===== config.mk =====
export PLATFORM = sky130hd
export DESIGN_NAME = rx_measure_ctrl
export DESIGN_NICKNAME = d
export VERILOG_FILES = /design/src/rtl/rx_measure_ctrl.sv
export SDC_FILE = /design/constraint.sdc
export NUM_CORES = 1
export LEC_CHECK = 0
export ABC_AREA = 1
export BUFFER_PORTS_ARGS = -buffer_cell sky130_fd_sc_hd__buf_2
export CAP_MARGIN = 30
export CORE_MARGIN = 8
export CORE_UTILIZATION = 53
export DETAILED_ROUTE_END_ITERATION = 16
export GPL_ROUTABILITY_DRIVEN = 0
export GPL_TIMING_DRIVEN = 0
export PLACE_DENSITY = 0.89
export SYNTH_ARGS = -nofsm -noshare
export SYNTH_HDL_FRONTEND = slang
export SYNTH_SLANG_ARGS = --single-unit

===== constraint.sdc =====
create_clock -name clk_i -period 3.9 [get_ports clk_i]
set_input_delay 0.195 -clock clk_i [delete_from_list [all_inputs] [get_ports clk_i]]
set_output_delay 0.195 -clock clk_i [all_outputs]
set_load 0.005 [all_outputs]

===== src/rtl/rx_measure_ctrl.sv =====
// rtl/rx_measure_ctrl.sv - sequencer for the Rx = A2*R_REF/(A1-A2) measurement datapath
//
// Averages 2^AVG_LOG2 ADC samples of channel A1 and then of channel A2.
// It checks that A1avg > A2avg, presents the divider operands, and waits DIV_LAT cycles.
// It then publishes a quotient saturated to 11 bits.
//
// Ports:
//   clk_i, rst_ni          clock, asynchronous active-low reset
//   start_i                one-cycle pulse that starts a measurement (ignored while busy)
//   cont_i                 restart automatically after DONE/ERR
//   adc_req_o, adc_ch_o    conversion request and channel (0 = A1, 1 = A2)
//   adc_ack_i, adc_data_i  conversion result strobe and data
//   div_a_o, div_b_o       divider dividend / divisor, held until the next CHECK
//   div_q_i                divider quotient
//   result_o               last good Rx, saturated to 11'h7FF
//   result_valid_o         one-cycle pulse when result_o updates
//   busy_o                 high outside IDLE
//   err_denom_o            sticky: A1avg <= A2avg
//   err_timeout_o          sticky: no adc_ack within TIMEOUT cycles of a request
//   ovf_o                  sticky: quotient exceeded 2047
module rx_measure_ctrl #(
    parameter logic [13:0] R_REF    = 14'd10000,
    parameter int          AVG_LOG2 = 2,
    parameter int          DIV_LAT  = 26,
    parameter int          TIMEOUT  = 1023
) (
    input  logic        clk_i,
    input  logic        rst_ni,
    input  logic        start_i,
    input  logic        cont_i,
    output logic        adc_req_o,
    output logic        adc_ch_o,
    input  logic        adc_ack_i,
    input  logic [11:0] adc_data_i,
    output logic [25:0] div_a_o,
    output logic [25:0] div_b_o,
    input  logic [25:0] div_q_i,
    output logic [10:0] result_o,
    output logic        result_valid_o,
    output logic        busy_o,
    output logic        err_denom_o,
    output logic        err_timeout_o,
    output logic        ovf_o
);

    localparam int NSAMP  = 1 << AVG_LOG2;
    localparam int WAIT_W = $clog2(TIMEOUT + 1);
    localparam int DIV_W  = $clog2(DIV_LAT + 1);

    typedef enum logic [2:0] {
        S_IDLE,
        S_SAMP_A1,
        S_SAMP_A2,
        S_CHECK,
        S_DIVIDE,
        S_DONE,
        S_ERR
    } state_t;

    state_t              state_q;
    logic [15:0]         acc1_q;
    logic [15:0]         acc2_q;
    logic [4:0]          samp_q;
    logic [WAIT_W-1:0]   wait_q;
    logic [DIV_W-1:0]    div_cnt_q;
    logic                adc_req_q;
    logic                adc_ch_q;
    logic [25:0]         div_a_q;
    logic [25:0]         div_b_q;
    logic [10:0]         result_q;
    logic                result_valid_q;
    logic                busy_q;
    logic                err_denom_q;
    logic                err_timeout_q;
    logic                ovf_q;

    logic [15:0]         acc_sum_d;
    logic [11:0]         avg1_d;
    logic [11:0]         avg2_d;
    logic [25:0]         prod_d;
    logic                last_samp_d;
    logic                restart_d;

    // Accumulator of the channel currently being sampled plus the new sample.
    assign acc_sum_d   = (adc_ch_q ? acc2_q : acc1_q) + {4'b0, adc_data_i};
    assign avg1_d      = 12'(acc1_q >> AVG_LOG2);
    assign avg2_d      = 12'(acc2_q >> AVG_LOG2);
    assign prod_d      = 26'(avg2_d) * 26'(R_REF);
    assign last_samp_d = (samp_q == 5'(NSAMP - 1));

    // A start in IDLE and an auto-restart out of DONE/ERR share the same entry path.
    assign restart_d = ((state_q == S_IDLE) && start_i) ||
                       (((state_q == S_DONE) || (state_q == S_ERR)) && cont_i);

    always_ff @(posedge clk_i or negedge rst_ni) begin
        if (!rst_ni) begin
            state_q        <= S_IDLE;
            acc1_q         <= '0;
            acc2_q         <= '0;
            samp_q         <= '0;
            wait_q         <= '0;
            div_cnt_q      <= '0;
            adc_req_q      <= 1'b0;
            adc_ch_q       <= 1'b0;
            div_a_q        <= '0;
            div_b_q        <= '0;
            result_q       <= '0;
            result_valid_q <= 1'b0;
            busy_q         <= 1'b0;
            err_denom_q    <= 1'b0;
            err_timeout_q  <= 1'b0;
            ovf_q          <= 1'b0;
        end else begin
            result_valid_q <= 1'b0;
            if (restart_d) begin
                state_q       <= S_SAMP_A1;
                acc1_q        <= '0;
                acc2_q        <= '0;
                samp_q        <= '0;
                wait_q        <= '0;
                adc_req_q     <= 1'b1;
                adc_ch_q      <= 1'b0;
                busy_q        <= 1'b1;
                err_denom_q   <= 1'b0;
                err_timeout_q <= 1'b0;
                ovf_q         <= 1'b0;
            end else begin
                case (state_q)
                    S_IDLE: begin
                    end
                    S_SAMP_A1, S_SAMP_A2: begin
                        if (!adc_req_q) begin
                            // One-cycle gap after each ack (and after a channel switch).
                            adc_req_q <= 1'b1;
                            wait_q    <= '0;
                        end else if (adc_ack_i) begin
                            if (adc_ch_q) begin
                                acc2_q <= acc_sum_d;
                            end else begin
                                acc1_q <= acc_sum_d;
                            end
                            adc_req_q <= 1'b0;
                            if (last_samp_d) begin
                                samp_q <= '0;
                                if (state_q == S_SAMP_A1) begin
                                    state_q  <= S_SAMP_A2;
                                    adc_ch_q <= 1'b1;
                                end else begin
                                    state_q <= S_CHECK;
                                end
                            end else begin
                                samp_q <= samp_q + 1'b1;
                            end
                        end else if (wait_q == WAIT_W'(TIMEOUT)) begin
                            state_q       <= S_ERR;
                            adc_req_q     <= 1'b0;
                            err_timeout_q <= 1'b1;
                        end else begin
                            wait_q <= wait_q + 1'b1;
                        end
                    end
                    S_CHECK: begin
                        if (avg1_d <= avg2_d) begin
                            state_q     <= S_ERR;
                            err_denom_q <= 1'b1;
                        end else begin
                            div_a_q   <= prod_d;
                            div_b_q   <= {14'b0, avg1_d - avg2_d};
                            div_cnt_q <= '0;
                            state_q   <= S_DIVIDE;
                        end
                    end
                    S_DIVIDE: begin
                        // Operands have been stable for DIV_LAT cycles at this edge.
                        if (div_cnt_q == DIV_W'(DIV_LAT - 1)) begin
                            state_q        <= S_DONE;
                            result_valid_q <= 1'b1;
                            if (div_q_i > 26'd2047) begin
                                result_q <= 11'h7FF;
                                ovf_q    <= 1'b1;
                            end else begin
                                result_q <= div_q_i[10:0];
                            end
                        end else begin
                            div_cnt_q <= div_cnt_q + 1'b1;
                        end
                    end
                    S_DONE, S_ERR: begin
                        state_q <= S_IDLE;
                        busy_q  <= 1'b0;
                    end
                    default: begin
                        state_q <= S_IDLE;
                        busy_q  <= 1'b0;
                    end
                endcase
            end
        end
    end

    assign adc_req_o      = adc_req_q;
    assign adc_ch_o       = adc_ch_q;
    assign div_a_o        = div_a_q;
    assign div_b_o        = div_b_q;
    assign result_o       = result_q;
    assign result_valid_o = result_valid_q;
    assign busy_o         = busy_q;
    assign err_denom_o    = err_denom_q;
    assign err_timeout_o  = err_timeout_q;
    assign ovf_o          = ovf_q;

endmodule

==> Word-level counts from Yosys, hierarchy flattened <==
Index checks and enable logic that the tools add are counted.
W data, S select, Z words.
{ "word_totals": {"register_bits": 107, "in_bits": 43} }
{ "op_classes": {"n_addsub": 5, "mul": 1, "order_cmp": 2, "eq_ne": 21, "mux": 62, "n_bitwise": 2, "reduce_logical": 32} }
{ "op_table": {"columns": ["op", "count"], "rows": [
  ["$mux W16", 11],
  ["$mux W10", 5],
  ["$mux W5", 7],
  ["$mux W1", 29],
  ["$gt A26 B11 Y1 const B", 1],
  ["$reduce_bool A2 Y1", 13],
  ["$mul A12 B10 Y22 const B", 1],
  ["$mux W3", 6],
  ["$add A16 B12 Y16", 1],
  ["$reduce_and A4 Y1", 4],
  ["$reduce_and A3 Y1", 5],
  ["$le A12 B12 Y1", 1],
  ["$pmux W3 S4", 1],
  ["$sub A12 B12 Y12", 1],
  ["$mux W11", 1],
  ["$add A10 B1 Y10 const B", 1],
  ["$add A5 B1 Y5 const B", 2],
  ["$eq A10 B10 Y1 const B", 1],
  ["$pmux W5 S2", 1],
  ["$reduce_and A5 Y1", 2],
  ["$eq A3 B3 Y1 const B", 3],
  ["$ne A3 B3 Y1 const B", 3],
  ["$ne A4 B4 Y1 const B", 2],
  ["$eq A3 B2 Y1 const B", 2],
  ["14 further kinds", 21]
]} }

==> Logic depth before layout (Yosys ltp) <==
{ "depth": {"ltp_word": 7, "ltp_mapped": 21} }

==> Worst setup path before layout <==
Ideal clock, no wire load.
{ "synth_timing": {"path_kind": "register to register", "startpoint": "register acc2_q[6]", "endpoint": "register div_a_q[24] (netlist: div_a_o[24])", "setup_time_ns": 0.117, "t_arrival_ns": 3.716, "required_ns": 3.783, "path_slack_ns": 0.067, "path_stages_with_launch": 21, "n_path_buf": 0, "synth_period_minus_slack_ns": 3.833, "path_cell_list": "dfrtp_1 inv_1 fa_1 inv_1 ha_1 inv_1 fa_1 inv_1 ha_1 inv_1 fa_1 inv_1 ha_1 nand2_1 inv_1 a21oi_1 nand2_1 nand3_1 nand3b_1 nand3_1 nand2_1"} }
{ "synth_between": {"elab_chain_len": 3, "elab_cells_between_ends": 4, "classes_between": "1 x mul; 1 x order compare; 1 x bitwise; 1 x reduce/logical"} }
{ "synth_lines": {"columns": ["element", "line_no", "source"], "rows": [
  ["start: declaration", "62", "logic [15:0] acc2_q;"],
  ["start signal: assignment", "138", "acc2_q <= acc_sum_d;"],
  ["branches (longest 3 deep; another with $mul A12 B10 Y22)", null, null],
  ["end signal: assignment", "167", "div_a_q <= prod_d;"],
  ["end: declaration", "68", "logic [25:0] div_a_q;"]
]} }
Several ways; the timed one is not identified.
A chain may end at the register's enable or synchronous reset.

==> Worst setup path in the final report <==
{ "layout_timing": {"startpoint": "register acc2_q[9]", "endpoint": "register div_a_q[22] (netlist: div_a_o[22])"} }
Same word-level chain as after synthesis.

==> summary.txt <==
Layout
  – Area Growth Syn to Fin: 19.2%
  – Antenna diodes: 0
  – Final nets: 1,409
  – Utilization after layout: 0.647
  – Layout cells sized above 1: 0.210

Floorplanning
  – Die Width: 141 µm
  – Top Ports: 113
  – Die area: 19,800 µm²
  – CORE AREA: 15,200 µm²
  – Initial Util: 0.542
  – Chip Height: 141 µm
  – # rows: 45

Timing
  – Fin Clk Skew: 7.86 ps
  – Final Hold Vio Count: 0
  – Max Clk Rate: 246 MHz
  – Max-slew headroom: 0.495
  – Setup-failing EPs final: 11
  – RSZ-0062 raised after global routing: true
  – Post-layout minimum cycle time: 4070 ps
  – Slew @ Worst Pin: 749 ps
  – Tcrit/Tclk final: 1.04
  – Number of max-slew violations in the final report: 0
  – Final worst setup slack: -170 ps

Synth
  – Synth unique cells: 38
  – EDFF count, synth: 0
  – Asr flop ratio synth: 1.00
  – Register area share after synthesis: 0.313
  – Synth cell count leaders: nand2_1 (329), inv_1 (157), dfrtp_1 (103)
  – Syn Inst Count: 1,111
  – Mapped Area: 8250 µm²
  – Most used DFF post-synth: dfrtp_1
  – Avg Cell Area, Syn: 7.42 µm²
  – Post-synth top area cell: dfrtp_1
  – Synth Warn #: 0
  – Top-count cell post-synth: nand2_1
  – Yosys reg bits: 103
  – Area contributors post-synth: dfrtp_1 (31%), nand2_1 (15%), ha_1 (13%)
  – Post-synth top area share: 0.313

Critical path
  – Buffers plus inverters on the worst setup path: 5
  – Critical Path AT: 4340 ps
  – Crit path launch type: flip-flop
  – CP max-delay cell: fa_1
  – Crit path largest cell delay: 560 ps
  – Setup CP Type: reg2reg
  – Cell repeated most along the worst path: nand2_1
  – Top delay family on crit path: adder cells
  – Cell Chain, Critical Path: clkinvlp_4, buf_4, fa_1, inv_1, ha_1, inv_1, fa_1, inv_1, ha_4, ha_1, ha_4, nand2_1, nor2_1, and2_1, nand2_1, nand2_1, nand2_1, nand3_1, nand2_1
  – CP endpoint kind: flip-flop
  – Critical path required time: 4160 ps
  – Critical path fanouts, max: 6

Clock network
  – Maximum clock insertion buffer count: 2
  – Worst-path clk slew: 80 ps
  – CTS H-Tree Depth: 3
  – Clock Sinks: 103
  – Root Buffer: clkbuf_16
  – TritonCTS clock tree: done
  – Clock latency on the worst-skew pair: 370 ps
  – CTS Buf Count: 9

GRT
  – Vias in the first global route: 8,031
  – Initial antenna violation count: 0
  – Total track usage: 0.229
  – First-pass GRT wire length: 37,100 µm
  – Pin count of the biggest net entering global routing: 72
  – Total grt overflow: 0

Placed design
  – Dpl hpwl: 16,300 µm
  – Port Buffers: 94

Job
  – Maxcap violations: 0

Detailed routing
  – Overall routed net length: 24,000 µm
  – Initial DRC count: 622
  – Post-DR vias/cell: 5.59
  – Routed WL per cell: 16.6 µm
  – Post-route DRC: 0
  – Antenna Nets Post-Route: 0
  – Drt pass-1 iters: 7
  – DR vias: 8,088

Min path
  – Worst hold path class: in2reg

Status
  – Failing checks: setup timing
  – Status: complete, but fails checks
==> per-layer routing <==
layer,part of all wire,vias up,global-route usage
li1,-,3801,-
met1,0.36,3753,0.239
met2,0.50,417,0.406
met3,0.081,117,0.0641
met4,0.059,0,0.135
met5,0,-,0
==> path summary, 6_finish.rpt <==
| check | startpoint | end | slack (ps) | cells past startpoint |
|---|---|---|---|---|
| worst min register to register | div_a_o[21]$_DFFE_PN0P_ | div_a_o[21]$_DFFE_PN0P_ | 470 | 2 |
| worst max-delay path | acc2_q[9]$_DFFE_PN0P_ | div_a_o[22]$_DFFE_PN0P_ | -170 | 19 |
| worst min-delay path | div_q_i[3] | result_o[3]$_DFFE_PN0P_ | 100 | 3 |
| max in group asynchronous | rst_ni | div_b_o[9]$_DFFE_PN0P_ | 2890 | 3 |
| worst max register to register | acc2_q[9]$_DFFE_PN0P_ | div_a_o[22]$_DFFE_PN0P_ | -170 | 19 |
| min in group asynchronous | rst_ni | acc1_q[1]$_DFFE_PN0P_ | 320 | 2 |
==> stage by stage <==
stage               area (µm²)  instances  hold slack (ps)  TNS, ps  worst slack, ps
floorplan                 8310       1128             -101        0             66.7
global placement          9020       1410              457    -1890             -264
detailed placement        9050       1411              183    -2550             -332
CTS                       9570       1438             95.5     -102            -41.7
global route              9830       1448              108    -2770             -323
finish                    9830       1448              101    -1020             -170
==> logic make-up after synthesis <==
logic type,count (synthesis),share of synthesized area
other,1,0.000455
AO/OA/AOI/OAI,135,0.0872
AND/OR/NAND/NOR,532,0.275
flip-flops,103,0.313
XOR/XNOR,23,0.0244
adder cells (fa/ha/maj),111,0.191
buffers and inverters,206,0.109
==> registers in the layout, indices dropped and copies added (netlist names), 3 cells and up <==
register,count
acc1_q,14
acc2_q,14
div_a_o,22
div_b_o,12
div_cnt_q,5
result_o,11
samp_q,5
state_q,3
wait_q,10
==> cell type report <==
cell class / instances / area [µm²]
timing repair buffer: 116 / 672
inverter: 165 / 643
multi-input combinational: 819 / 5130
sequential: 103 / 2590
buffer: 41 / 277
fill: 1204 / 5370
tap: 188 / 235
clock inverter: 7 / 66.3
clock buffer: 9 / 225
==> worst reg2reg max path, cell delays in order (launching register included) <==
cell and delay [ps]:
dfrtp_2 400, clkinvlp_4 140, buf_4 160, fa_1 550
inv_1 70, ha_1 300, inv_1 80, fa_1 560
inv_1 80, ha_4 160, ha_1 350, ha_4 350
nand2_1 80, nor2_1 190, and2_1 160, nand2_1 70
nand2_1 90, nand2_1 50, nand3_1 80, nand2_1 50
==> placed cells by master (no fill, tap or decap), types with 12 or more instances in the layout <==
| master | count |
|---|---|
| o21ai_0 | 50 |
| a21oi_1 | 34 |
| conb_1 | 18 |
| nand2_2 | 19 |
| buf_4 | 41 |
| nand3_1 | 56 |
| xor2_1 | 12 |
| fa_1 | 25 |
| ha_1 | 74 |
| nand2_1 | 313 |
| ha_4 | 12 |
| nor2_1 | 76 |
| inv_1 | 142 |
| nand4_1 | 26 |
| buf_2 | 104 |
| o21ai_1 | 32 |
| dfrtp_1 | 95 |
| inv_2 | 16 |
==> timing repair <==
action | CTS | global route
pin swaps | 13 | 22
endpoints found under the hold margin | 32 | 0
hold buffers | 1 | 0
resized for setup | 35 | 47
setup buffers | 10 | 10
endpoints found under the setup margin | 11 | 12
Power is not shown: default switching activity piles up to over one toggle a cycle in this logic, so the estimate is an artifact.
